**src/rtl/mem_access_unit_pkg.sv**
```systemverilog
// Shared types for the memory-stage access unit: access sizes, funct3 codes,
// controller states and the data-bus request/response bundles.
package mem_access_unit_pkg;

  localparam int unsigned XLEN_DEF = 64;

  typedef enum logic [1:0] {
    MSIZE1 = 2'd0,
    MSIZE2 = 2'd1,
    MSIZE4 = 2'd2,
    MSIZE8 = 2'd3
  } msize_t;

  localparam logic [2:0] F3_B  = 3'b000;
  localparam logic [2:0] F3_H  = 3'b001;
  localparam logic [2:0] F3_W  = 3'b010;
  localparam logic [2:0] F3_D  = 3'b011;
  localparam logic [2:0] F3_BU = 3'b100;
  localparam logic [2:0] F3_HU = 3'b101;
  localparam logic [2:0] F3_WU = 3'b110;

  typedef enum logic [1:0] {
    S_IDLE = 2'd0,
    S_ADDR = 2'd1,
    S_DATA = 2'd2
  } mem_fsm_t;

  typedef struct packed {
    logic                valid;
    logic [XLEN_DEF-1:0] addr;
    msize_t              size;
    logic [7:0]          strobe;
    logic [XLEN_DEF-1:0] data;
  } dbus_req_t;

  typedef struct packed {
    logic                addr_ok;
    logic                data_ok;
    logic [XLEN_DEF-1:0] data;
  } dbus_resp_t;

endpackage

```
**src/rtl/mem_access_unit_if.sv**
```systemverilog
// Data-bus handshake between the memory-stage unit (master) and the memory side (slave).
interface mem_access_unit_if
  import mem_access_unit_pkg::*;
#(
  parameter int XLEN = 64
) ();
  logic            dreq_valid;
  logic [XLEN-1:0] dreq_addr;
  msize_t          dreq_size;
  logic [7:0]      dreq_strobe;
  logic [XLEN-1:0] dreq_data;
  logic            dresp_addr_ok;
  logic            dresp_data_ok;
  logic [XLEN-1:0] dresp_data;

  modport master (
    output dreq_valid, dreq_addr, dreq_size, dreq_strobe, dreq_data,
    input  dresp_addr_ok, dresp_data_ok, dresp_data
  );

  modport slave (
    input  dreq_valid, dreq_addr, dreq_size, dreq_strobe, dreq_data,
    output dresp_addr_ok, dresp_data_ok, dresp_data
  );
endinterface

```
**src/rtl/mem_access_unit_align.sv**
```systemverilog
// Combinational lane alignment: load extraction/extension, store strobe and
// data shifting, and natural-alignment check for the access size.
module mem_access_unit_align
  import mem_access_unit_pkg::*;
#(
  parameter int XLEN = 64
) (
  input  logic [2:0]      funct3,
  input  logic [2:0]      offset,
  input  logic [XLEN-1:0] wdata,
  input  logic [XLEN-1:0] rdata,
  output msize_t          size,
  output logic            misaligned,
  output logic [XLEN-1:0] load_data,
  output logic [7:0]      strobe,
  output logic [XLEN-1:0] store_data
);
  logic [5:0]      shamt;
  logic [XLEN-1:0] shifted;
  logic            zext;

  assign size       = msize_t'(funct3[1:0]);
  assign zext       = funct3[2];
  assign shamt      = {offset, 3'b000};
  assign shifted    = rdata >> shamt;
  assign store_data = wdata << shamt;

  always_comb begin
    misaligned = 1'b0;
    strobe     = 8'h00;
    load_data  = '0;
    unique case (size)
      MSIZE1: begin
        strobe    = 8'h01 << offset;
        load_data = {{(XLEN-8){~zext & shifted[7]}}, shifted[7:0]};
      end
      MSIZE2: begin
        misaligned = offset[0];
        strobe     = 8'h03 << offset;
        load_data  = {{(XLEN-16){~zext & shifted[15]}}, shifted[15:0]};
      end
      MSIZE4: begin
        misaligned = |offset[1:0];
        strobe     = 8'h0F << offset;
        load_data  = {{(XLEN-32){~zext & shifted[31]}}, shifted[31:0]};
      end
      default: begin
        misaligned = |offset;
        strobe     = 8'hFF << offset;
        load_data  = shifted;
      end
    endcase
  end
endmodule

```
**src/rtl/mem_access_unit.sv**
```systemverilog
// Memory-stage access unit: issues one data-bus transaction per load/store and
// holds the pipeline until the bus reports completion.
//
// state  | meaning
// IDLE   | no outstanding request; a new op issues combinationally
// ADDR   | request driven, waiting for addr_ok
// DATA   | request accepted, waiting for data_ok
module mem_access_unit
  import mem_access_unit_pkg::*;
#(
  parameter int XLEN = 64
) (
  input  logic               clk,
  input  logic               reset,
  input  logic               ex_valid,
  input  logic               ex_mem_read,
  input  logic               ex_mem_write,
  input  logic [2:0]         ex_funct3,
  input  logic [XLEN-1:0]    ex_addr,
  input  logic [XLEN-1:0]    ex_wdata,
  input  logic [XLEN-1:0]    ex_alu_result,
  input  logic               csr_flush,
  mem_access_unit_if.master  dbus,
  output logic [XLEN-1:0]    mem_result,
  output logic               mem_done,
  output logic               handshake_stall,
  output logic               misalign
);
  mem_fsm_t        state, state_nxt;
  msize_t          a_size;
  logic            a_misaligned;
  logic [XLEN-1:0] a_load, a_sdata;
  logic [7:0]      a_strobe;
  logic            is_mem, misalign_cond, mem_op, issue, done;

  mem_access_unit_align #(.XLEN(XLEN)) u_mem_align (
    .funct3     (ex_funct3),
    .offset     (ex_addr[2:0]),
    .wdata      (ex_wdata),
    .rdata      (dbus.dresp_data),
    .size       (a_size),
    .misaligned (a_misaligned),
    .load_data  (a_load),
    .strobe     (a_strobe),
    .store_data (a_sdata)
  );

  assign is_mem        = ex_valid & (ex_mem_read | ex_mem_write);
  assign misalign_cond = is_mem & a_misaligned;
  assign mem_op        = is_mem & ~a_misaligned;

  always_ff @(posedge clk) begin
    if (reset) state <= S_IDLE;
    else       state <= state_nxt;
  end

  // A flush only blocks a fresh issue; an accepted transaction always runs to completion.
  always_comb begin
    state_nxt = state;
    issue     = 1'b0;
    done      = 1'b0;
    unique case (state)
      S_IDLE: begin
        if (mem_op && !csr_flush) begin
          issue = 1'b1;
          if (dbus.dresp_addr_ok && dbus.dresp_data_ok) done = 1'b1;
          else if (dbus.dresp_addr_ok)                  state_nxt = S_DATA;
          else                                          state_nxt = S_ADDR;
        end
      end
      S_ADDR: begin
        issue = 1'b1;
        if (dbus.dresp_addr_ok) begin
          if (dbus.dresp_data_ok) begin
            done      = 1'b1;
            state_nxt = S_IDLE;
          end else begin
            state_nxt = S_DATA;
          end
        end
      end
      S_DATA: begin
        if (dbus.dresp_data_ok) begin
          done      = 1'b1;
          state_nxt = S_IDLE;
        end
      end
      default: state_nxt = S_IDLE;
    endcase
  end

  logic            o_valid, o_stall, o_done, o_misalign;
  logic [XLEN-1:0] o_addr, o_data, o_result;
  msize_t          o_size;
  logic [7:0]      o_strobe;

  // Request fields are zeroed outside a live request and everything is forced quiet under reset.
  always_comb begin
    o_valid    = issue;
    o_addr     = issue ? ex_addr : '0;
    o_size     = issue ? a_size : MSIZE1;
    o_strobe   = (issue && ex_mem_write) ? a_strobe : 8'h00;
    o_data     = (issue && ex_mem_write) ? a_sdata : '0;
    o_stall    = ((state != S_IDLE) || issue) && !done;
    o_done     = done;
    o_misalign = misalign_cond;
    if (misalign_cond)                o_result = ex_addr;
    else if (ex_valid && ex_mem_write) o_result = '0;
    else if (ex_valid && ex_mem_read)  o_result = a_load;
    else                              o_result = ex_alu_result;
    if (reset) begin
      o_valid    = 1'b0;
      o_addr     = '0;
      o_size     = MSIZE1;
      o_strobe   = 8'h00;
      o_data     = '0;
      o_stall    = 1'b0;
      o_done     = 1'b0;
      o_misalign = 1'b0;
      o_result   = '0;
    end
  end

  assign dbus.dreq_valid  = o_valid;
  assign dbus.dreq_addr   = o_addr;
  assign dbus.dreq_size   = o_size;
  assign dbus.dreq_strobe = o_strobe;
  assign dbus.dreq_data   = o_data;
  assign handshake_stall  = o_stall;
  assign mem_done         = o_done;
  assign misalign         = o_misalign;
  assign mem_result       = o_result;
endmodule
```
**src/flat_wrapper.sv**
```systemverilog
// flat-port wrapper written by rule: the top's interface ports become plain ports
module mem_access_unit_flat import mem_access_unit_pkg::*;
#(
  parameter int XLEN = 64
)
  (clk, reset, ex_valid, ex_mem_read, ex_mem_write, ex_funct3, ex_addr, ex_wdata, ex_alu_result, csr_flush, mem_result, mem_done, handshake_stall, misalign, dbus_dreq_valid, dbus_dreq_addr, dbus_dreq_size, dbus_dreq_strobe, dbus_dreq_data, dbus_dresp_addr_ok, dbus_dresp_data_ok, dbus_dresp_data);
  mem_access_unit_if #(.XLEN(XLEN)) dbus_i ();
  input  logic clk;
  input  logic reset;
  input  logic ex_valid;
  input  logic ex_mem_read;
  input  logic ex_mem_write;
  input  logic [2:0] ex_funct3;
  input  logic [XLEN-1:0] ex_addr;
  input  logic [XLEN-1:0] ex_wdata;
  input  logic [XLEN-1:0] ex_alu_result;
  input  logic csr_flush;
  output logic [XLEN-1:0] mem_result;
  output logic mem_done;
  output logic handshake_stall;
  output logic misalign;
  output wire logic [$bits(dbus_i.dreq_valid)-1:0] dbus_dreq_valid;
  output wire logic [$bits(dbus_i.dreq_addr)-1:0] dbus_dreq_addr;
  output wire logic [$bits(dbus_i.dreq_size)-1:0] dbus_dreq_size;
  output wire logic [$bits(dbus_i.dreq_strobe)-1:0] dbus_dreq_strobe;
  output wire logic [$bits(dbus_i.dreq_data)-1:0] dbus_dreq_data;
  input wire logic [$bits(dbus_i.dresp_addr_ok)-1:0] dbus_dresp_addr_ok;
  input wire logic [$bits(dbus_i.dresp_data_ok)-1:0] dbus_dresp_data_ok;
  input wire logic [$bits(dbus_i.dresp_data)-1:0] dbus_dresp_data;
  assign dbus_dreq_valid = dbus_i.dreq_valid;
  assign dbus_dreq_addr = dbus_i.dreq_addr;
  assign dbus_dreq_size = dbus_i.dreq_size;
  assign dbus_dreq_strobe = dbus_i.dreq_strobe;
  assign dbus_dreq_data = dbus_i.dreq_data;
  assign dbus_i.dresp_addr_ok = dbus_dresp_addr_ok;
  assign dbus_i.dresp_data_ok = dbus_dresp_data_ok;
  assign dbus_i.dresp_data = dbus_dresp_data;
  mem_access_unit #(.XLEN(XLEN)) u_core (.clk(clk), .reset(reset), .ex_valid(ex_valid), .ex_mem_read(ex_mem_read), .ex_mem_write(ex_mem_write), .ex_funct3(ex_funct3), .ex_addr(ex_addr), .ex_wdata(ex_wdata), .ex_alu_result(ex_alu_result), .csr_flush(csr_flush), .dbus(dbus_i), .mem_result(mem_result), .mem_done(mem_done), .handshake_stall(handshake_stall), .misalign(misalign));
endmodule
```
**config.mk**
```make
export PLATFORM = sky130hd
export DESIGN_NAME = mem_access_unit_flat
export DESIGN_NICKNAME = d
export VERILOG_FILES = /design/src/rtl/mem_access_unit_pkg.sv /design/src/rtl/mem_access_unit_if.sv /design/src/rtl/mem_access_unit_align.sv /design/src/rtl/mem_access_unit.sv /design/src/flat_wrapper.sv
export SDC_FILE = /design/constraint.sdc
export NUM_CORES = 1
export LEC_CHECK = 0
export BUFFER_PORTS_ARGS = -buffer_cell sky130_fd_sc_hd__buf_2
export CAP_MARGIN = 20
export CORE_AREA = 2 2 185 187
export DETAILED_ROUTE_END_ITERATION = 16
export DIE_AREA = 0 0 187 189
export REMOVE_ABC_BUFFERS = 1
export SYNTH_ARGS = -nofsm -noshare
export SYNTH_HDL_FRONTEND = slang
export SYNTH_SLANG_ARGS = --single-unit
```
**constraint.sdc**
```tcl
create_clock -name clk -period 2.1 [get_ports clk]
set_clock_uncertainty 0.05 [all_clocks]
set_input_delay 0.21 -clock clk [delete_from_list [all_inputs] [get_ports clk]]
set_output_delay 0.21 -clock clk [all_outputs]
set_load 0.05 [all_outputs]
```
After elaboration in Yosys (flattened, before gate mapping)
Index checks and enable logic that the tools add are counted.
Operators by class
  equality and inequality tests: 8
  shift operators: 6
  mux-type cells: 33
  bitwise logic cells: 9
  reductions and logical operators: 15
Operators with widths (number)
  2-to-1 mux 64 bit: 8
  case mux 64 bit (3 select lines): 1
  << shifter 64 x 6 -> 64 bit: 1
  >> shifter 64 x 6 -> 64 bit: 1
  case mux 8 bit (3 select lines): 1
  2-to-1 mux 2 bit: 8
  2-to-1 mux 8 bit: 2
  2-to-1 mux 1 bit: 9
  << shifter 1 x 3 -> 8 bit (first input constant): 1
  << shifter 2 x 3 -> 8 bit (first input constant): 1
  << shifter 4 x 3 -> 8 bit (first input constant): 1
  << shifter 8 x 3 -> 8 bit (first input constant): 1
  AND 1 bit: 6
  logical AND 1 bit: 6
  != test 2 bit (second input constant): 3
  case mux 1 bit (3 select lines): 2
  case mux 2 bit (3 select lines): 1
  == test 2 x 1 -> 1 bit (second input constant): 2
  == test 2 bit (second input constant): 2
  zero test 2 bit: 2
  AND reduction 4 bit: 1
  OR reduction 3 bit: 1
  zero test 1 bit: 2
  != test 2 x 1 -> 1 bit (second input constant): 1
  6 further kinds: 7
Storage, ports and cells
  bits in registers: 2
  input bits: 267
  output and inout port bits: 206
  word-level logic and storage cells: 72

Longest topological paths before layout
Gate-level depths: netlist of the first run.
  word-level depth: 10
  depth in mapped cells: 10
  mapped depth without buffers: 5

Hierarchy
From an unflattened synthesis of the first run, not the netlist that was laid out.
Unflattened totals
  cells, all modules: 933
  area total of the unflattened synthesis: 7210.7 µm²
Modules (own cells, without submodules)
  mem_access_unit_align: times used 1, cells each 602, area an instance 4458.0 µm², sequential area each 0.0 µm²
  mem_access_unit: times used 1, cells each 331, area an instance 2752.6 µm², sequential area each 40.0 µm²

Worst setup path before layout of the first run
No wires, ideal clock.
  kind: input to output
  start: input port ex_addr[1]
  end: output port mem_result[56]
  data arrival time: 2.911 ns
  data required time: 1.840 ns
  path slack: -1.071 ns
  stages on the path: 6
  path buffers: 1
  cell sequence: buf_4 > mux2i_2 > a22o_1 > nor3_4 > a2111oi_4 > o41ai_1
On the way
  cells in the longest elaborated chain, start to end: 7
  elaborated cells on any way between the ends: 13
  those cells by class: shift: 1; mux: 6; bitwise: 4; reduce/logical: 2
RTL lines
  from (decl): line flat_wrapper.sv:14  | input logic [XLEN-1:0] ex_addr;
  >> shifter 64 x 6 -> 64 bit: line mem_access_unit_align.sv:25  | assign shifted = rdata >> shamt;
  AND 1 bit, on equally long branches: line mem_access_unit_align.sv:45, mem_access_unit_align.sv:35, mem_access_unit_align.sv:40
  case mux 64 bit (3 select lines): line mem_access_unit_align.sv:32  | unique case (size)
  2-to-1 mux 64 bit: line mem_access_unit.sv:109  | else if (ex_valid && ex_mem_read) o_result = a_load;
  2-to-1 mux 64 bit: line mem_access_unit.sv:108  | else if (ex_valid && ex_mem_write) o_result = '0;
  2-to-1 mux 64 bit *: line mem_access_unit.sv:107  | if (misalign_cond) o_result = ex_addr;
  2-to-1 mux 64 bit *: line mem_access_unit.sv:111  | if (reset) begin
  to (decl): line flat_wrapper.sv:18  | output logic [XLEN-1:0] mem_result;
Every way passes the cells marked *; elsewhere a longest branch is shown, timed or not.

Worst setup path in the final report of the first run
  start: input port ex_addr[2]
  end: output port dbus_dreq_addr[13]
On the way
  cells in the longest elaborated chain, start to end: 9
RTL lines
  OR reduction 3 bit: line mem_access_unit_align.sv:48  | misaligned = |offset;
  case mux 1 bit (3 select lines): line mem_access_unit_align.sv:32
  inverter 1 bit: line mem_access_unit.sv:50  | assign mem_op = is_mem & ~a_misaligned;
  AND 1 bit: line mem_access_unit.sv:50
  logical AND 1 bit: line mem_access_unit.sv:64  | if (mem_op && !csr_flush) begin
  2-to-1 mux 1 bit: line mem_access_unit.sv:64
  case mux 1 bit (2 select lines): line mem_access_unit.sv:62  | unique case (state)
  2-to-1 mux 64 bit: line mem_access_unit.sv:100  | o_addr = issue ? ex_addr : '0;
  2-to-1 mux 64 bit: line mem_access_unit.sv:111
  to (decl): line flat_wrapper.sv:23  | output wire logic [$bits(dbus_i.dreq_addr)-1:0] dbus_dreq_addr;
Every way passes these cells.

==> results of run 1 <==
cell families after synthesis:
logic type | Yosys count | share of synthesized area, %
DFF | 2 | 0.597
AOI/OAI and AO/OA | 321 | 32.7
buffers and inverters | 127 | 9.89
muxes | 145 | 33.3
and+or+nand+nor | 314 | 23.5
repair_timing:
action,4_1_cts,5_1_grt
setup buffers,25,41
cloned,10,6
pin swaps,34,72
setup endpoints to repair,206,206
endpoints found under the hold margin,0,0
gates resized for setup,298,406
power groups by stage:
stage               Sequential [mW]  Combinational (mW)  Clock, mW
floorplan                    0.0409                1.44          0
global placement             0.0405                2.83          0
detailed placement           0.0405                2.85          0
CTS                          0.0401                3.20      0.294
global route                 0.0401                3.80      0.299
finish                       0.0401                3.63      0.292
final timing paths:
path / to / slack (ps) / depth (start not counted)
worst max-delay path: dbus_dreq_addr[13] / -290 / 10
worst min-delay path: u_core.state[0]$_SDFFE_PP0P_ / 140 / 2
worst max register to register: u_core.state[1]$_SDFFE_PP0P_ / 940 / 3
worst min register to register: u_core.state[0]$_SDFFE_PP0P_ / 680 / 2
area by class of cell:
type	count	area, um^2	area share [%]
clock buffers	3	75.1	0.524
inverters	14	55.1	0.384
multi-input cells	780	7090	49.5
repair buffers	753	6500	45.4
diodes	2	5.00	0.0349
well taps	448	561	3.91
flip-flops and latches	2	40.0	0.280
synth_stat cells (14+ instances only):
cell	instances	area share, %
a21oi_1	20	1.5
nor2b_1	27	2.5
and2_1	71	6.6
o2111ai_1	31	4.0
mux2i_1	74	11
a2111oi_0	14	1.8
nor3_1	18	1.3
o22ai_1	24	2.2
a22oi_1	18	2.0
buf_4	21	2.4
mux4_2	61	20
nor2_1	84	4.7
o21ai_0	129	9.6
buf_2	23	1.7
nand2_1	69	3.9
clkbuf_1	50	2.8
worst max-delay path, delay by kind of cell:
| kind | cells | cell delay [ps] |
|---|---|---|
| and+or+nand+nor | 3 | 520 |
| AOI/OAI and AO/OA | 2 | 570 |
| buffers and inverters | 5 | 790 |
metal layers:
layer | part of all wire [%] | vias up | track usage, %
li1 | - | 4799 | -
met1 | 41 | 5304 | 32.1
met2 | 50 | 546 | 43.6
met3 | 7.1 | 91 | 4.49
met4 | 2.2 | 12 | 4.37
met5 | 0.15 | - | 0
layout by cell type (no fill, tap or decap), types with 7 or more instances in the layout:
| master | count |
|---|---|
| a22o_1 | 8 |
| buf_8 | 24 |
| o21ai_0 | 98 |
| clkbuf_4 | 13 |
| mux4_2 | 61 |
| nor3_1 | 10 |
| buf_16 | 8 |
| nor4_1 | 10 |
| buf_4 | 241 |
| buf_12 | 47 |
| a22oi_1 | 17 |
| a2111oi_4 | 16 |
| mux2_2 | 9 |
| nor2b_1 | 8 |
| o22ai_1 | 16 |
| nand2_1 | 63 |
| nor2_2 | 12 |
| inv_1 | 11 |
| a211o_1 | 7 |
| a2bb2oi_1 | 8 |
| clkbuf_16 | 9 |
| o22a_1 | 7 |
| nand2b_1 | 9 |
| and2_4 | 9 |
| o2111ai_1 | 27 |
| nand3_1 | 8 |
| buf_2 | 282 |
| a21oi_1 | 19 |
| o21ai_1 | 17 |
| nor2_1 | 69 |
| nor2b_4 | 17 |
| o41ai_4 | 7 |
| mux2i_1 | 72 |
| buf_6 | 131 |
| a211oi_2 | 7 |
| o21ai_2 | 21 |
| and2_1 | 62 |
stage by stage:
step | hold WS (ps) | power, mW | setup TNS, ps
final | 137 | 3.96 | -33180
after global routing | 154 | 4.14 | -48790
after CTS | 138 | 3.54 | -35980
after detailed placement | 366 | 2.89 | -60510
after global placement | 353 | 2.88 | -55840
after floorplan | 235 | 1.48 | -284210
==> metrics.csv, run 1 <==
metric,value,unit
h-tree-depth,1,
setup_viol,199,
p_sw,2.05,mW
seqPwrFrac,1.0,%
rsz0062_at_grt,true,
placedCellCount,1934,
slew_viol_final,0,
port_buffers,472,
largest_reg_flops,2,
regToRegStartpoint,u_core.state[1]$_SDFFE_PP0P_,
clk_path_buf_depth,2,
die_w,187,um
p_leak,6.46,nW
wl,49500,um
final_cell_area,14300,um^2
start_util,20.1,%
maxCapViolCount,0,
drt_first_pass_iters,5,
internal_power,1.91,mW
fin_nets,1821,
place.gp.congestion,0.939,
ys_types,56,
grt_pass1_wl,67500,um
period_needed,2390,ps
fin_crit_sh,114,%
grt_max_degree,51,
largest-register,u_core.state,
antenna_left,0,
cp_slowest_cell,a2111oi_4,
hpwl,35800,um
core_area,33300,um^2
cp.required,1840,ps
yosysWarnings,0,
yosys_register_bits,2,
hp-class,input pin to register,
grt_antenna_before_repair,8,
area_growth,114,%
synth.avg_cell_area,7.38,um^2
worstMarginPinSlew,492,ps
overflow,0,
synthArstFlopShare,0,%
cts-root-buf,clkbuf_16,
hp-start,dbus_dresp_addr_ok,
fill_cells,3268,
yosysSeqAreaShare,0.597,%
cts_sinks,2,
clk_latency,220,ps
grt_pass1_vias,10400,
io_pins,473,
crit_path_end_kind,output port,
crit_start,ex_addr[2],
power.share.clock,7.4,%
post-route-util,43.0,%
power.density,277,nW/um^2
slew_headroom,67.2,%
pre_cts_slack,-646,ps
cts.clk_slew.worst_paths,30,ps
die_area,35300,um^2
grt_usage,24.9,%
path_cells,"buf_12, buf_16, a21o_1, a2111oi_4, nor2_1, nor3_4, buf_4, clkbuf_16, and2_1, buf_6",
drt_iter0_markers,792,
synth_ff_type,dfxtp_1,
cp_max_fo,25,
fmax,418,MHz
crit_type,input pin to output port,
die_h,189,um
remaining_drc_errors,0,
dpl-instance-area,11100,um^2
viasPerCell,5.37,
worst-endpoint-arrival,2130,ps
finalWorstSetupSlack,-292,ps
synthCells,909,
post_drt_wl_per_cell,24.7,um
worstSetupStartpointType,input pin,
violations,setup timing,
swShare,51.8,%
critical-path-max-stage-delay,360,ps
num_rows,67,
peakVddDrop,0.000388,V
syn_area,6710,um^2
synth-edff-count,0,
largestRegisters,u_core.state x2,
hold_viol_final,0,
status,"finished, violations left",
cts_tree,built,
postCtsHoldBufs,0,
drive_gt1_share,63.5,%
combPwrFrac,91.6,%
vias,10800,
cts_buffers,3,
final_cells,2002,
Note: power is estimated with default switching activity, not from simulation.
==> inputs of run 2 (changes only) <==
--- a/config.mk
+++ b/config.mk
@@ -8,6 +8,7 @@
 export BUFFER_PORTS_ARGS = -buffer_cell sky130_fd_sc_hd__buf_2
 export CAP_MARGIN = 20
 export CORE_AREA = 2 2 185 187
+export CTS_BUF_LIST = sky130_fd_sc_hd__clkbuf_16
 export DETAILED_ROUTE_END_ITERATION = 16
 export DIE_AREA = 0 0 187 189
 export REMOVE_ABC_BUFFERS = 1
==> constraint.sdc (replaced) <==
create_clock -name clk -period 2.5 [get_ports clk]
set_clock_uncertainty 0.05 [all_clocks]
set_input_delay 0.25 -clock clk [delete_from_list [all_inputs] [get_ports clk]]
set_output_delay 0.25 -clock clk [all_outputs]
set_load 0.05 [all_outputs]
==> run 2 against run 1 <==
The flow now finishes without violations. Combinational power down 29%. Critical endpoint is now mem_result[61]. Total power down 28%. Cell count shrank 5.0%. Worst hold slack better by 45 ps. Setup slack better by 320 ps. First-iteration DRC count up 2.7%. Register-to-register slack better by 440 ps. Clock-buffer cell count did not move. Largest power group unchanged. Via count down 4.6%.
==> metrics.csv, run 2 (synthesis results as in run 1) <==
metric,value,unit,change
place.gp.congestion,0.936,,was 0.939
hold_viol_final,0,,unchanged
rsz0062_at_grt,true,,unchanged
largest_reg_flops,2,,unchanged
core_area,33300,um^2,unchanged
fmax,404,MHz,
cts_tree,built,,unchanged
cp_max_fo,8,,was 25
peakVddDrop,0.000349,V,was 0.000388 V
fin_nets,1715,,"was 1,821"
drt_first_pass_iters,5,,unchanged
drt_iter0_markers,813,,was 792
hpwl,35300,um,"was 35,800 um"
num_rows,67,,unchanged
final_common_cell,buf_2,,unchanged
clk_latency,220,ps,about the same
clk_path_buf_depth,2,,unchanged
viasPerCell,5.39,,was 5.37
h-tree-depth,1,,unchanged
cts-root-buf,clkbuf_16,,unchanged
hold_slack,182,ps,was 137 ps
post_drt_wl_per_cell,25.0,um,was 24.7 um
grt_max_degree,47,,was 51
remaining_drc_errors,0,,unchanged
cts.clk_slew.worst_paths,30,ps,about the same
hp-class,input pin to register,,unchanged
worst-endpoint-arrival,2170,ps,was 2130 ps
slew_viol_final,0,,unchanged
io_pins,473,,unchanged
post-route-util,37.0,%,was 43.0%
largest-register,u_core.state,,unchanged
crit_path_end_kind,output port,,unchanged
maxCapViolCount,0,,unchanged
period_needed,2470,ps,
wl,47600,um,"was 49,500 um"
grt_pass1_vias,9964,,"was 10,400"
cp.required,2200,ps,was 1840 ps
area_growth,83.6,%,was 114%
crit_type,input pin to output port,,unchanged
setup_viol,0,,was 199
finalWorstSetupSlack,25.2,ps,was -292 ps
postCtsHoldBufs,0,,unchanged
p_leak,5.60,nW,was 6.46 nW
cts_buffers,3,,unchanged
pre_cts_slack,-181,ps,was -646 ps
largestRegisters,u_core.state x2,,unchanged
fin_setup_tns,0,ps,"was -33,180 ps"
slew_headroom,51.9,%,was 67.2%
overflow,0,,unchanged
start_util,20.1,%,unchanged
grt_antenna_before_repair,11,,was 8
vias,10300,,"was 10,800"
antenna_left,0,,unchanged
die_w,187,um,unchanged
grt_usage,24.2,%,was 24.9%
power.density,233,nW/um^2,was 277 nW/um^2
drive_gt1_share,56.4,%,was 63.5%
die_area,35300,um^2,unchanged
cts_sinks,2,,unchanged
reg2reg_slack,1380,ps,was 940 ps
worstSetupStartpointType,input pin,,unchanged
most-common-layout-cells,"buf_2, buf_4, o21ai_0, buf_6, mux2i_1",,"was buf_2, buf_4, buf_6, o21ai_0, mux2i_1"
die_h,189,um,unchanged
port_buffers,472,,unchanged
grt_pass1_wl,65300,um,"was 67,500 um"
fin_crit_sh,99.0,%,
worstMarginPinSlew,721,ps,was 492 ps
status,"complete, no violations",,"was finished, violations left"
run 2: changes by cell type in the layout (fill, tap and decap cells not counted), moves of 16 or more:
cell / delta
buf_6: -38
buf_4: -77
o21ai_0: +29
buf_8: -20
buf_2: +35
nor2b_4: -16
o21ai_2: -20
run 2: final timing paths:
path | depth (start not counted) | start | to
worst min register to register | 2 | u_core.state[1]$_SDFFE_PP0P_ | u_core.state[0]$_SDFFE_PP0P_
worst min-delay path | 2 | dbus_dresp_addr_ok | u_core.state[0]$_SDFFE_PP0P_
worst max register to register | 3 | u_core.state[1]$_SDFFE_PP0P_ | u_core.state[1]$_SDFFE_PP0P_
worst max-delay path | 10 | ex_addr[2] | mem_result[61]
run 2: critical path, cell delays in order:
cell and delay (ps):
buf_6 100, buf_12 140, mux2i_1 120, o221a_1 300, nor3_4 280, a2111oi_4 90, buf_6 150, buf_12 150
o41ai_4 370, buf_6 200
run 2: stage by stage:
step                cells  total power [mW]  cell area [um^2]
finish               1902              2.86             12300
global route         1897              3.01             12300
CTS                  1871              2.66             11200
detailed placement   1853              2.33             10500
global placement     1852              2.31             10500
floorplan             796              1.24              6090
run 2: routing by layer:
metal,up-vias,wire length (um),GRT usage [%]
li1,4593,-,-
met2,518,23000,41.7
met5,-,55,0
met1,5060,20000,32.6
met3,77,3550,3.21
met4,10,997,4.15
run 2: timing repair:
item	CTS	global route
endpoints found under the hold margin	0	0
setup buffers	9	17
setup endpoints to repair	145	184
pin swaps	2	30
resized for setup	131	257
gates cloned	6	6
run 2: power by group:
| group | switching (mW) | total (mW) | internal, mW |
|---|---|---|---|
| Clock | 0.0372 | 0.241 | 0.204 |
| Combinational | 1.52 | 2.59 | 1.07 |
| Sequential | 0.000871 | 0.0336 | 0.0328 |
run 2: area by class of cell:
class | count | area, um^2
Tap cell | 448 | 561
Inverter | 14 | 55.1
Fill cell | 3511 | 21000
Clock buffer | 3 | 75.1
Sequential cell | 2 | 40.0
Timing Repair Buffer | 647 | 5100
Antenna cell | 8 | 20.0
Multi-Input combinational cell | 780 | 6470
==> inputs of run 3 (changes only) <==
--- a/config.mk
+++ b/config.mk
@@ -11,7 +11,9 @@
 export CTS_BUF_LIST = sky130_fd_sc_hd__clkbuf_16
 export DETAILED_ROUTE_END_ITERATION = 16
 export DIE_AREA = 0 0 187 189
+export PLACE_DENSITY = 0.53
 export REMOVE_ABC_BUFFERS = 1
 export SYNTH_ARGS = -nofsm -noshare
 export SYNTH_HDL_FRONTEND = slang
 export SYNTH_SLANG_ARGS = --single-unit
+export TNS_END_PERCENT = 20
==> run 3 against run 2 <==
Combinational power fell by 4%. Non-clock buffer count fell by 11. Final area fell by 7.2%. Largest cell class unchanged. Critical endpoint is now mem_result[24]. Clock-buffer cell count did not move. Highest routed layer unchanged. Largest power group unchanged. Maximum frequency rose by 0.24%. Flip-flop and latch count did not move.
==> metrics.csv, run 3 (synthesis results as in run 1) <==
metric,value,unit,change
power.density,242,nW/um^2,was 233 nW/um^2
hp-class,input pin to register,,unchanged
io_pins,473,,unchanged
overflow,0,,unchanged
finalWorstSetupSlack,31.0,ps,was 25.2 ps
clk_latency,220,ps,about the same
num_rows,67,,unchanged
cts_buffers,3,,unchanged
worstMarginPinSlew,477,ps,was 721 ps
slew_viol_final,0,,unchanged
rsz0062_at_grt,true,,unchanged
power,2.76,mW,was 2.86 mW
hpwl,35000,um,"was 35,300 um"
start_util,20.1,%,unchanged
h-tree-depth,1,,unchanged
grt_antenna_before_repair,4,,was 11
grt_pass1_wl,63600,um,"was 65,300 um"
grt_usage,23.4,%,was 24.2%
cts_tree,built,,unchanged
fin_crit_sh,98.8,%,was 99.0%
die_h,189,um,unchanged
remaining_drc_errors,0,,unchanged
cts.clk_slew.worst_paths,30,ps,about the same
largest-register,u_core.state,,unchanged
slew_headroom,68.2,%,was 51.9%
status,"complete, no violations",,unchanged
die_w,187,um,unchanged
clk_path_buf_depth,2,,unchanged
crit_path_end_kind,output port,,unchanged
viasPerCell,5.33,,was 5.39
post_drt_wl_per_cell,23.5,um,was 25.0 um
worst-endpoint-arrival,2170,ps,about the same
largestRegisters,u_core.state x2,,unchanged
crit_type,input pin to output port,,unchanged
fmax,405,MHz,was 404 MHz
cp_max_fo,11,,was 8
final_common_cell,buf_2,,unchanged
cp.required,2200,ps,about the same
drt_first_pass_iters,5,,unchanged
port_buffers,472,,unchanged
grt_pass1_vias,9927,,"was 9,964"
final_cells,1887,,"was 1,902"
maxCapViolCount,0,,unchanged
vias,10100,,"was 10,300"
hold_viol_final,0,,unchanged
worstSetupStartpointType,input pin,,unchanged
place.gp.congestion,0.920,,was 0.936
most-common-layout-cells,"buf_2, buf_4, o21ai_0, nor2_1, mux2i_1",,"was buf_2, buf_4, o21ai_0, buf_6, mux2i_1"
p_leak,5.37,nW,was 5.60 nW
drt_iter0_markers,785,,was 813
cts_sinks,2,,unchanged
cts-root-buf,clkbuf_16,,unchanged
fin_setup_tns,0,ps,unchanged
setup_viol,0,,unchanged
fill_cells,3597,,"was 3,511"
core_area,33300,um^2,unchanged
grt_max_degree,44,,was 47
pre_cts_slack,-383,ps,was -181 ps
placedCellCount,1870,,"was 1,853"
wl,44400,um,"was 47,600 um"
peakVddDrop,0.000360,V,was 0.000349 V
postCtsHoldBufs,0,,unchanged
period_needed,2470,ps,about the same
largest_reg_flops,2,,unchanged
fin_nets,1704,,"was 1,715"
antenna_left,0,,unchanged
reg2reg_slack,1340,ps,was 1380 ps
drive_gt1_share,53.3,%,was 56.4%
die_area,35300,um^2,unchanged
area_growth,70.4,%,was 83.6%
==> run 3: cell count changes in the layout (fill, tap and decap cells not counted), sizes merged <==
cell,before,now
buf,618,608
bufbuf,2,0
clkbuf,30,31
diode,8,4
==> run 3: worst paths after layout <==
kind / startpoint / depth (start not counted) / endpoint
worst max-delay path: ex_addr[0] / 10 / mem_result[24]
worst min-delay path: dbus_dresp_addr_ok / 2 / u_core.state[0]$_SDFFE_PP0P_
worst max register to register: u_core.state[1]$_SDFFE_PP0P_ / 3 / u_core.state[1]$_SDFFE_PP0P_
worst min register to register: u_core.state[0]$_SDFFE_PP0P_ / 2 / u_core.state[1]$_SDFFE_PP0P_
==> run 3: routing by layer <==
layer	track usage, %	part of all wire [%]	routed length, um	vias up
met2	39.8	48	21400	480
met1	31.9	44	19500	4953
met4	5.59	2.2	990	2
met3	2.06	5.7	2520	63
met5	0	0.016	7	-
li1	-	-	-	4566
==> run 3: area by class of cell <==
cell class	instances	area, um^2	area share [%]
flip-flops and latches	2	40.0	0.350
clock buffers	3	75.1	0.657
diodes	4	10.0	0.0876
multi-input cells	780	6310	55.2
repair buffers	636	4380	38.3
well taps	448	561	4.91
inverters	14	55.1	0.482
==> run 3: metrics by stage <==
step	utilization [%]	instance area [um^2]	hold WS, ps
after floorplan	-	6090	275
after global placement	32.1	10700	393
after detailed placement	32.1	10700	403
after CTS	32.8	10900	177
after global routing	34.3	11400	193
final	34.3	11400	180
==> run 3: critical path: stages <==
cell and delay [ps]:
buf_12 130, buf_4 130, o21a_1 130, a21o_1 200, buf_4 190, a221oi_4 330, buf_12 190, o21ai_0 80
o21ai_1 240, clkbuf_4 290
==> run 3: repair_timing <==
item | in CTS | in global routing
pin swaps | 3 | 14
setup endpoints to repair | 68 | 158
resized for setup | 42 | 130
buffers inserted | 0 | 7
gates cloned | 0 | 3
==> run 3: report_power, final <==
part	switching (mW)	total [mW]	internal (mW)
clock network	0.0370	0.241	0.204
registers	0.000572	0.0333	0.0328
logic	1.47	2.49	1.02
total	1.51	2.76	1.25
